<file path="src/rtl/a5200_pot_pkg.sv">
// Shared types and default parameters for the 5200 POKEY pot-scan emulation.
// The scan FSM states, the count type and the channel/range defaults live here.
package a5200_pot_pkg;

    localparam int unsigned NCH     = 8;
    localparam int unsigned POT_MIN = 1;
    localparam int unsigned POT_MAX = 228;

    typedef enum logic [1:0] {PS_IDLE, PS_SCALE, PS_SCAN, PS_DONE} pot_state_t;

    typedef logic [7:0] pot_cnt_t;

endpackage

</file>
<file path="src/rtl/pot_axis_scale.sv">
// Registered axis-to-pot-count mapper. One multiplier is shared by all channels.
// The channel index and a valid flag travel with the result.
module pot_axis_scale #(
    parameter int unsigned POT_MIN = a5200_pot_pkg::POT_MIN,
    parameter int unsigned POT_MAX = a5200_pot_pkg::POT_MAX,
    parameter int unsigned IW      = 3
) (
    input  logic          clk,
    input  logic          rst_n,
    input  logic          flush,
    input  logic          in_vld,
    input  logic [IW-1:0] in_idx,
    input  logic [7:0]    axis,
    output logic          out_vld,
    output logic [IW-1:0] out_idx,
    output logic [7:0]    target
);
    import a5200_pot_pkg::*;

    localparam logic [15:0] SPAN    = 16'(POT_MAX - POT_MIN + 1);
    localparam pot_cnt_t    CNT_MIN = pot_cnt_t'(POT_MIN);

    logic          vld_d, vld_q;
    logic [IW-1:0] idx_d, idx_q;
    pot_cnt_t      tgt_d, tgt_q;

    // Flipping the sign bit turns -128..+127 into 0..255, so no signed multiply is needed.
    always_comb begin
        vld_d = in_vld & ~flush;
        idx_d = in_idx;
        tgt_d = CNT_MIN + 8'(({8'h00, axis ^ 8'h80} * SPAN) >> 8);
    end

    always_ff @(posedge clk or negedge rst_n) begin
        if (!rst_n) begin
            vld_q <= 1'b0;
            idx_q <= '0;
            tgt_q <= '0;
        end else begin
            vld_q <= vld_d;
            idx_q <= idx_d;
            tgt_q <= tgt_d;
        end
    end

    assign out_vld = vld_q;
    assign out_idx = idx_q;
    assign target  = tgt_q;

endmodule

</file>
<file path="src/rtl/pot_axis_scan.sv">
// POKEY pot-scan emulation: snapshots the signed axes into pot targets on POTGO,
// then runs the scan counter and latches each channel's count as it is reached.
module pot_axis_scan #(
    parameter int unsigned NCH     = a5200_pot_pkg::NCH,
    parameter int unsigned POT_MIN = a5200_pot_pkg::POT_MIN,
    parameter int unsigned POT_MAX = a5200_pot_pkg::POT_MAX
) (
    input  logic               CLK,
    input  logic               RESET_N,
    input  logic               POTGO,
    input  logic               LINE_STB,
    input  logic               FAST_STB,
    input  logic               FAST_SCAN,
    input  logic [NCH*8-1:0]   AXIS_IN,
    output logic [NCH-1:0]     POT_IN,
    output logic [NCH*8-1:0]   POT_VAL,
    output logic               SCAN_DONE,
    output logic               BUSY
);
    import a5200_pot_pkg::*;

    localparam int unsigned   IW       = (NCH > 1) ? $clog2(NCH) : 1;
    localparam pot_cnt_t      CNT_MAX  = pot_cnt_t'(POT_MAX);
    localparam logic [IW-1:0] LAST_IDX = IW'(NCH - 1);

    pot_state_t          state_q, state_d;
    pot_cnt_t            cnt_q, cnt_d;
    logic [IW-1:0]       idx_q, idx_d;
    logic [NCH-1:0]      tv_q, tv_d;
    logic [NCH-1:0]      pin_q, pin_d;
    logic [NCH-1:0][7:0] tgt_q, tgt_d;
    logic [NCH-1:0][7:0] val_q, val_d;
    logic [NCH-1:0][7:0] tgt_eff;
    logic                done_q, done_d;
    logic                scaling, counting, strobe, finish;

    logic                sc_vld;
    logic [IW-1:0]       sc_idx;
    pot_cnt_t            sc_tgt;

    pot_axis_scale #(
        .POT_MIN (POT_MIN),
        .POT_MAX (POT_MAX),
        .IW      (IW)
    ) u_scale (
        .clk     (CLK),
        .rst_n   (RESET_N),
        .flush   (POTGO),
        .in_vld  (scaling),
        .in_idx  (idx_q),
        .axis    (AXIS_IN[idx_q*8 +: 8]),
        .out_vld (sc_vld),
        .out_idx (sc_idx),
        .target  (sc_tgt)
    );

    always_ff @(posedge CLK or negedge RESET_N) begin
        if (!RESET_N) begin
            state_q <= PS_IDLE;
        end else begin
            state_q <= state_d;
        end
    end

    always_comb begin
        state_d = state_q;
        if (POTGO) begin
            state_d = PS_SCALE;
        end else begin
            case (state_q)
                PS_SCALE: if (idx_q == LAST_IDX) state_d = PS_SCAN;
                PS_SCAN:  if (finish) state_d = PS_DONE;
                default:  state_d = state_q;
            endcase
        end
    end

    always_comb begin
        BUSY = (state_q == PS_SCALE) || (state_q == PS_SCAN);
    end

    always_comb begin
        scaling  = (state_q == PS_SCALE);
        counting = (state_q == PS_SCALE) || (state_q == PS_SCAN);
        strobe   = FAST_SCAN ? FAST_STB : LINE_STB;

        // A freshly scaled target is compared straight from the scaler output,
        // one cycle before it lands in the target bank.
        for (int unsigned i = 0; i < NCH; i++) begin
            tgt_eff[i] = (sc_vld && sc_idx == IW'(i)) ? sc_tgt : tgt_q[i];
        end

        cnt_d = cnt_q;
        if (counting && strobe && cnt_q != CNT_MAX) begin
            cnt_d = cnt_q + 8'd1;
        end

        idx_d = scaling ? idx_q + IW'(1) : idx_q;
        tv_d  = tv_q;
        if (scaling) begin
            tv_d[idx_q] = 1'b1;
        end

        tgt_d = tgt_q;
        if (sc_vld) begin
            tgt_d[sc_idx] = sc_tgt;
        end

        pin_d = pin_q;
        val_d = val_q;
        for (int unsigned i = 0; i < NCH; i++) begin
            if (tv_q[i] && !pin_q[i] && cnt_q >= tgt_eff[i]) begin
                pin_d[i] = 1'b1;
                val_d[i] = tgt_eff[i];
            end
        end

        finish = (state_q == PS_SCAN) && ((&pin_d) || (cnt_q == CNT_MAX && (&tv_q)));
        done_d = done_q;
        if (finish) begin
            for (int unsigned i = 0; i < NCH; i++) begin
                if (!pin_d[i]) begin
                    val_d[i] = CNT_MAX;
                end
            end
            pin_d  = '1;
            done_d = 1'b1;
        end

        // Restart overrides any strobe or compare hit seen in the same cycle.
        if (POTGO) begin
            cnt_d  = '0;
            idx_d  = '0;
            tv_d   = '0;
            pin_d  = '0;
            val_d  = val_q;
            done_d = 1'b0;
        end
    end

    always_ff @(posedge CLK or negedge RESET_N) begin
        if (!RESET_N) begin
            cnt_q  <= '0;
            idx_q  <= '0;
            tv_q   <= '0;
            pin_q  <= '0;
            tgt_q  <= '0;
            val_q  <= '0;
            done_q <= 1'b0;
        end else begin
            cnt_q  <= cnt_d;
            idx_q  <= idx_d;
            tv_q   <= tv_d;
            pin_q  <= pin_d;
            tgt_q  <= tgt_d;
            val_q  <= val_d;
            done_q <= done_d;
        end
    end

    assign POT_IN    = pin_q;
    assign POT_VAL   = val_q;
    assign SCAN_DONE = done_q;

endmodule

</file>
<file path="config.mk">
export PLATFORM = sky130hd
export DESIGN_NAME = pot_axis_scan
export DESIGN_NICKNAME = d
export VERILOG_FILES = /design/src/rtl/a5200_pot_pkg.sv /design/src/rtl/pot_axis_scale.sv /design/src/rtl/pot_axis_scan.sv
export SDC_FILE = /design/constraint.sdc
export NUM_CORES = 1
export LEC_CHECK = 0
export ABC_AREA = 1
export BUFFER_PORTS_ARGS = -buffer_cell sky130_fd_sc_hd__clkbuf_2
export CORE_ASPECT_RATIO = 1.5
export CORE_UTILIZATION = 55
export CTS_BUF_LIST = sky130_fd_sc_hd__clkbuf_4 sky130_fd_sc_hd__clkbuf_8
export CTS_CLUSTER_SIZE = 16
export DETAILED_ROUTE_END_ITERATION = 8
export PLACE_DENSITY = 0.8
export SKIP_LAST_GASP = 1
export SYNTH_ARGS = -nofsm -noshare
export SYNTH_HDL_FRONTEND = slang
export SYNTH_SLANG_ARGS = --single-unit
</file>
<file path="constraint.sdc">
create_clock -name CLK -period 4.7 [get_ports CLK]
set_clock_uncertainty 0.15 [all_clocks]
set_input_delay 0.705 -clock CLK [delete_from_list [all_inputs] [get_ports CLK]]
set_output_delay 0.705 -clock CLK [all_outputs]
set_load 0.02 [all_outputs]
</file>
==> run metrics, run 1 <==
Clk pwr share slightly below 10%; Net Sw Frac between 50% and 60%; Synth Instances 1428; WL/cell between 15 and 20 um; Switching Power about 5.5 mW; synth top area cells dfrtp_1, nand2_1, ha_1; Final Hold Fails 0; #FFs+latches synth 170; first-pass GRT wire length 45.0 mm; Max Cap Viol 0; startpoint types register; setup violators final 0; largest net degree at the start of global routing 106; Highest Clock Rate 224 MHz; Port-buffer cells between 100 and 150; worst path arrival time between 4000 and 5000 ps; Setup CP Type register to register; initial antenna violation count 0; share of the synthesized area in the top cell type 38.9%; DIE AREA 20500 sq um; vias after detailed routing 9806; CTS tree yes; Seq/Total Area, Yosys roughly 39%; post-route ant nets 0; outcome finished clean; Layout area overhead 14.0%; gr usage total between 20% and 30%; slack of the worst reg-to-reg path between 200 and 250 ps; Post-Route WL 27.9 mm; remaining routing DRC violations 0; normalized max-slew margin 32.4%; 1st-pass router iterations 5; Synth Net Count 1603; number of global-route vias before repair between 9000 and 10000; worst reg2reg path depth 26; clk slew on worst S/H paths ~100 ps; internal power between 5 and 6 mW; distinct cell type count after synthesis 46; antenna cells 0; Initial DRC Count around 580; Fin Hold WS approximately 150 ps; via density per instance around 5.3; Ys Warns 0; die height between 150 and 200 um; Max Slew Vio Count 0; dominant cell type by area after synthesis dfrtp_1; io pins between 100 and 150; H-tree levels 4; Pwr Density roughly 870 nW/um^2; Skew-Pair Late Insertion Delay between 400 and 500 ps; clk root buf clkbuf_8; RSZ-0062 raised after global routing yes; syn_area_per_cell approximately 7.7 sq um; Post-CTS Hold Fix Bufs 0; Worst-Margin Slew about 1000 ps; FF-to-FF Start idx_q[0]$_DFFE_PN0P_; peak supply drop ~0.0013 V; fin crit share between 90% and 100%; Seq pwr share 21.1%; mapped cell area about 11000 sq um; Pleak around 7.0 nW; Initial Utilization a little under three fifths; R2R Path End u_scale.target[6]$_DFF_PN0_; Die W roughly 120 um; routability cong. 0.855; HP Class primary input to async pin; CP max FO 19; CP required ~5000 ps; post-DP HPWL ~20 mm; core area slightly below 20000 sq um; Sink Count 170; CP endpoint kind register; Bufs on Longest Clock Path 2; row cnt 62; CTS Buf Count 17; combinational fraction of design power ~70%; share of cells above drive strength 1 between 15 and 20%; gr ovfl total 0; crit path time final 4460 ps; final-stage net count approximately 1700; Pwr Total around 11 mW
## critical path, cell delays in order (launching register included)
cell	delay, ps
dfrtp_2	480
buf_12	170
nor2_1	110
nor2_1	50
o21ai_1	120
nand4_1	230
fa_1	560
inv_1	50
fa_1	500
inv_1	80
ha_4	240
nand2_2	60
nor3_1	60
fa_2	330
nand2_1	80
inv_2	40
o21ai_2	120
nand2_1	90
nand2_1	80
nand2_1	70
a21oi_2	190
xor2_2	170
nand2_1	80
nor2_2	100
nand2_1	60
nand2_1	50
nand2_1	40
## Yosys cell counts, drive strengths merged
master	n
nand3	35
xor2	4
o21ai	112
nand2	332
clkbuf	29
nor4	3
buf	13
dfrtp	170
inv	249
clkinv	2
xnor2	2
mux2	1
o2111ai	1
nand4	7
fa	11
nor2	201
a21oi	68
ha	94
a211oi	57
o22ai	4
nand3b	6
o32ai	6
o211ai	3
nor3	9
a31oi	1
or2	3
o21a	5
## per-layer routing
| layer | global-route usage, % | wire length (um) | vias up |
|---|---|---|---|
| li1 | - | - | 4830 |
| met1 | 32.7 | 10800 | 4587 |
| met2 | 50.2 | 14400 | 304 |
| met3 | 3.82 | 1300 | 85 |
| met4 | 17.6 | 1390 | 0 |
| met5 | 0 | 0 | - |
## timing repair
item / in CTS / in global routing
endpoints found under the hold margin: 0 / 0
setup buffers: 0 / 6
resized for setup: 1 / 20
pin swaps: 0 / 7
gates cloned: 0 / 2
setup endpoints to repair: 1 / 4
## how the worst max path moves through the flow
stage                                  end            startpoint  slack (ps)
2_1_floorplan  u_scale.target[6]$_DFF_PN0_  idx_q[0]$_DFFE_PN0P_          70
5_1_grt        u_scale.target[6]$_DFF_PN0_  idx_q[2]$_DFFE_PN0P_          -4
3_5_place_dp   u_scale.target[6]$_DFF_PN0_            AXIS_IN[1]         -50
4_1_cts        u_scale.target[6]$_DFF_PN0_  idx_q[1]$_DFFE_PN0P_          30
3_3_place_gp   u_scale.target[6]$_DFF_PN0_            AXIS_IN[1]          90
6_report       u_scale.target[6]$_DFF_PN0_  idx_q[0]$_DFFE_PN0P_         240
## cells in the final DEF (no fill, tap or decap), types with 15 or more instances in the layout
master | netlist | layout
nand2_1 | 320 | 319
inv_1 | 242 | 239
nor2_1 | 194 | 192
dfrtp_1 | 170 | 167
clkbuf_2 | 0 | 141
o21ai_0 | 98 | 96
ha_1 | 94 | 91
a21oi_1 | 66 | 66
a211oi_1 | 57 | 56
nand3_1 | 21 | 21
clkbuf_8 | 0 | 17
buf_4 | 1 | 17
o21ai_1 | 13 | 15
## power by group through the flow
stage          clock network (mW)  logic (mW)  registers [mW]
2_1_floorplan                   0        5.37            2.34
3_3_place_gp                    0        6.79            2.29
3_5_place_dp                    0        7.10            2.31
4_1_cts                      1.08        7.15            2.28
5_1_grt                      1.13        8.55            2.32
6_report                     1.06        7.50            2.29
## metrics by stage
stage               instances  instance area (sq um)  setup TNS, ps  setup WS, ps  util, %
floorplan                1428                  10900              0          67.3        -
global placement         1798                  11900              0          95.0     61.7
detailed placement       1798                  11900          -80.3         -50.1     61.7
CTS                      1830                  12300              0          32.6     63.8
global route             1838                  12500          -3.89         -3.89     64.6
finish                   1838                  12500              0           240     64.6
## layout make-up
cell class / instances / area, sq um
Fill cell: 1644 / 6840
Multi-Input combinational cell: 965 / 5620
Sequential cell: 170 / 4260
Inverter: 251 / 956
Timing Repair Buffer: 163 / 930
Tap cell: 256 / 320
Clock buffer: 18 / 241
Clock inverter: 14 / 151
Timing Repair inverter: 1 / 5.00
## sequential cells by signal (all words and copies together) (netlist names)
register / flops
u_scale.out_vld: 1
tv_q: 8
tgt_q: 64
state_q: 2
u_scale.target: 8
u_scale.out_idx: 3
cnt_q: 8
POT_VAL: 64
POT_IN: 8
SCAN_DONE: 1
idx_q: 3
## kinds of logic after synthesis
logic type / after synthesis / share of synthesized area, %
AO/OA/AOI/OAI: 257 / 13.7
XOR/XNOR: 6 / 0.549
adder cells (fa/ha/maj): 105 / 12.8
buffers and inverters: 293 / 10.4
flip-flops: 170 / 38.9
multiplexers: 1 / 0.103
AND/OR/NAND/NOR: 596 / 23.6
Power figures use the tool's default switching activity.
==> inputs of run 2 (changes only) <==
Settings changed: BUFFER_PORTS_ARGS -buffer_cell sky130_fd_sc_hd__clkbuf_2 to -buffer_cell sky130_fd_sc_hd__buf_2.
Clock period 4.7 ns to 4.1 ns, I/O delays scaled along.
==> run metrics, run 2 (synthesis results as in run 1) <==
clk slew on worst S/H paths 100 ps (about the same); Setup WS pre-CTS -430 ps (-380 ps); first-pass GRT wire length 45.9 mm (+1.9%); most frequent CP cell nand2_2; remaining routing DRC violations 0 (unchanged); CTS Buf Count 17 (unchanged); Initial Utilization 56.7% (unchanged); Layout area overhead 19.3%; delay-heaviest family, CP adder cells; vias after detailed routing 10085 (+2.8%); failing checks negative setup slack; most frequent cells in the layout nand2_1, inv_1, nor2_1; initial antenna violation count 0 (unchanged); WP buf/inv 8 (+4); setup violators final 5 (+5); 1st-pass router iterations 5 (unchanged); CP required 4330 ps (-600 ps); gr ovfl total 0 (unchanged); Max Cap Viol 0 (unchanged); TNS Setup -1040 ps (-1040 ps); Setup CP Type register to register; antenna cells 0 (unchanged); WL/cell 15.0 um (-1.1%); normalized max-slew margin 28.4% (-4.0 points); via density per instance 5.31 (-0.41%); Die W 117 um (unchanged); gr usage total 29.2% (+0.35 points); fin crit share 107% (+12 points); Final Hold Fails 0 (unchanged); row cnt 62 (unchanged); worst setup margin -275 ps (-515 ps); io pins 144 (unchanged); share of cells above drive strength 1 21.3% (+4.6 points); H-tree levels 4 (unchanged); largest net degree at the start of global routing 77 (-27%); Bufs on Longest Clock Path 2 (unchanged); post-route ant nets 0 (unchanged); RSZ-0062 raised after global routing yes; Port-buffer cells 143 (unchanged); Non-Filler Instances 1898 (+3.3%); CP max FO 6 (-13); routability cong. 0.867 (+1.3%); outcome complete, but fails checks; Max stage delay cell, worst path fa_1; Highest Clock Rate 229 MHz (+1.9%); startpoint types register; Sink Count 170 (unchanged); worst path arrival time 4610 ps (-80 ps); number of global-route vias before repair 9720 (+1.6%); post-DP HPWL 20.5 mm (+3.9%); clk root buf clkbuf_8; commonest non-fill, non-tap cell in the layout nand2_1; final-stage net count 1805 (+3.5%); CP endpoint kind register; Max Slew Vio Count 0 (unchanged); CTS tree yes; Max stage delay on crit path 520 ps (-40 ps); DIE AREA 20500 sq um (unchanged); Post-Route WL 28.5 mm (+2.1%); crit path time final 4380 ps (-84.8 ps); Worst-Margin Slew 1070 ps (+60.2 ps); core area 19300 sq um (unchanged); die height 175 um (unchanged); Initial DRC Count 651 (+12%); HP Class primary input to async pin; Skew-Pair Late Insertion Delay 480 ps (about the same); placed insts 1851 (+2.9%)
[run 2: cell count changes in the layout (fill, tap and decap cells not counted), sizes merged]
cell / delta
clkbuf: -143
bufinv: +1
inv: -6
clkinv: +5
clkinvlp: -1
buf: +204
[run 2: area by class of cell]
class,count,area [sq um]
flip-flops and latches,170,4260
clock inverters,14,168
well taps,256,320
fillers,1528,6260
clock buffers,17,234
multi-input cells,965,5710
repair buffers,225,1400
inverters,251,972
[run 2: worst register-to-register path, delay by kind of cell (launching register included)]
kind	cells	cell delay, ps
AOI/OAI and AO/OA	1	160
adders and majority gates	4	1620
buffers and inverters	8	660
DFF	1	470
and+or+nand+nor	15	1200
[run 2: final timing paths]
check,cells past startpoint,slack (ps),from,end
setup / recovery,28,-280,idx_q[0]$_DFFE_PN0P_,u_scale.target[7]$_DFF_PN0_
hold / removal,1,5,RESET_N,POT_VAL[3]$_DFFE_PN0N_
setup reg to reg,28,-280,idx_q[0]$_DFFE_PN0P_,u_scale.target[7]$_DFF_PN0_
hold reg to reg,2,330,tgt_q[16]$_DFFE_PN0P_,tgt_q[16]$_DFFE_PN0P_
max in group asynchronous,2,2970,RESET_N,POT_VAL[52]$_DFFE_PN0N_
min in group CLK,2,330,tgt_q[16]$_DFFE_PN0P_,tgt_q[16]$_DFFE_PN0P_
[run 2: timing repair]
action	CTS	global route
pin swaps	7	24
gates cloned	1	0
resized for setup	20	42
endpoints found under the setup margin	6	7
hold buffers	0	0
buffers inserted	2	13
[run 2: metal layers]
layer  part of all wire [%]  track usage, %  wire length, um
met1                     38            32.7            10900
met2                     51            50.2            14400
met3                    5.2            5.27             1490
met4                    5.8            18.1             1650
met5                      0               0                0
[run 2: through the flow]
stage | util, % | instance area, sq um | hold WS [ps]
finish | 67.6 | 13100 | 4.60
global route | 67.6 | 13100 | 50.7
CTS | 66.3 | 12800 | 21.8
global placement | 63.8 | 12300 | 306
detailed placement | 63.8 | 12300 | 315
floorplan | - | 11000 | 169
Power of run 2 is not shown: default switching activity piles up to over one toggle a cycle in this logic, so the estimate is an artifact.
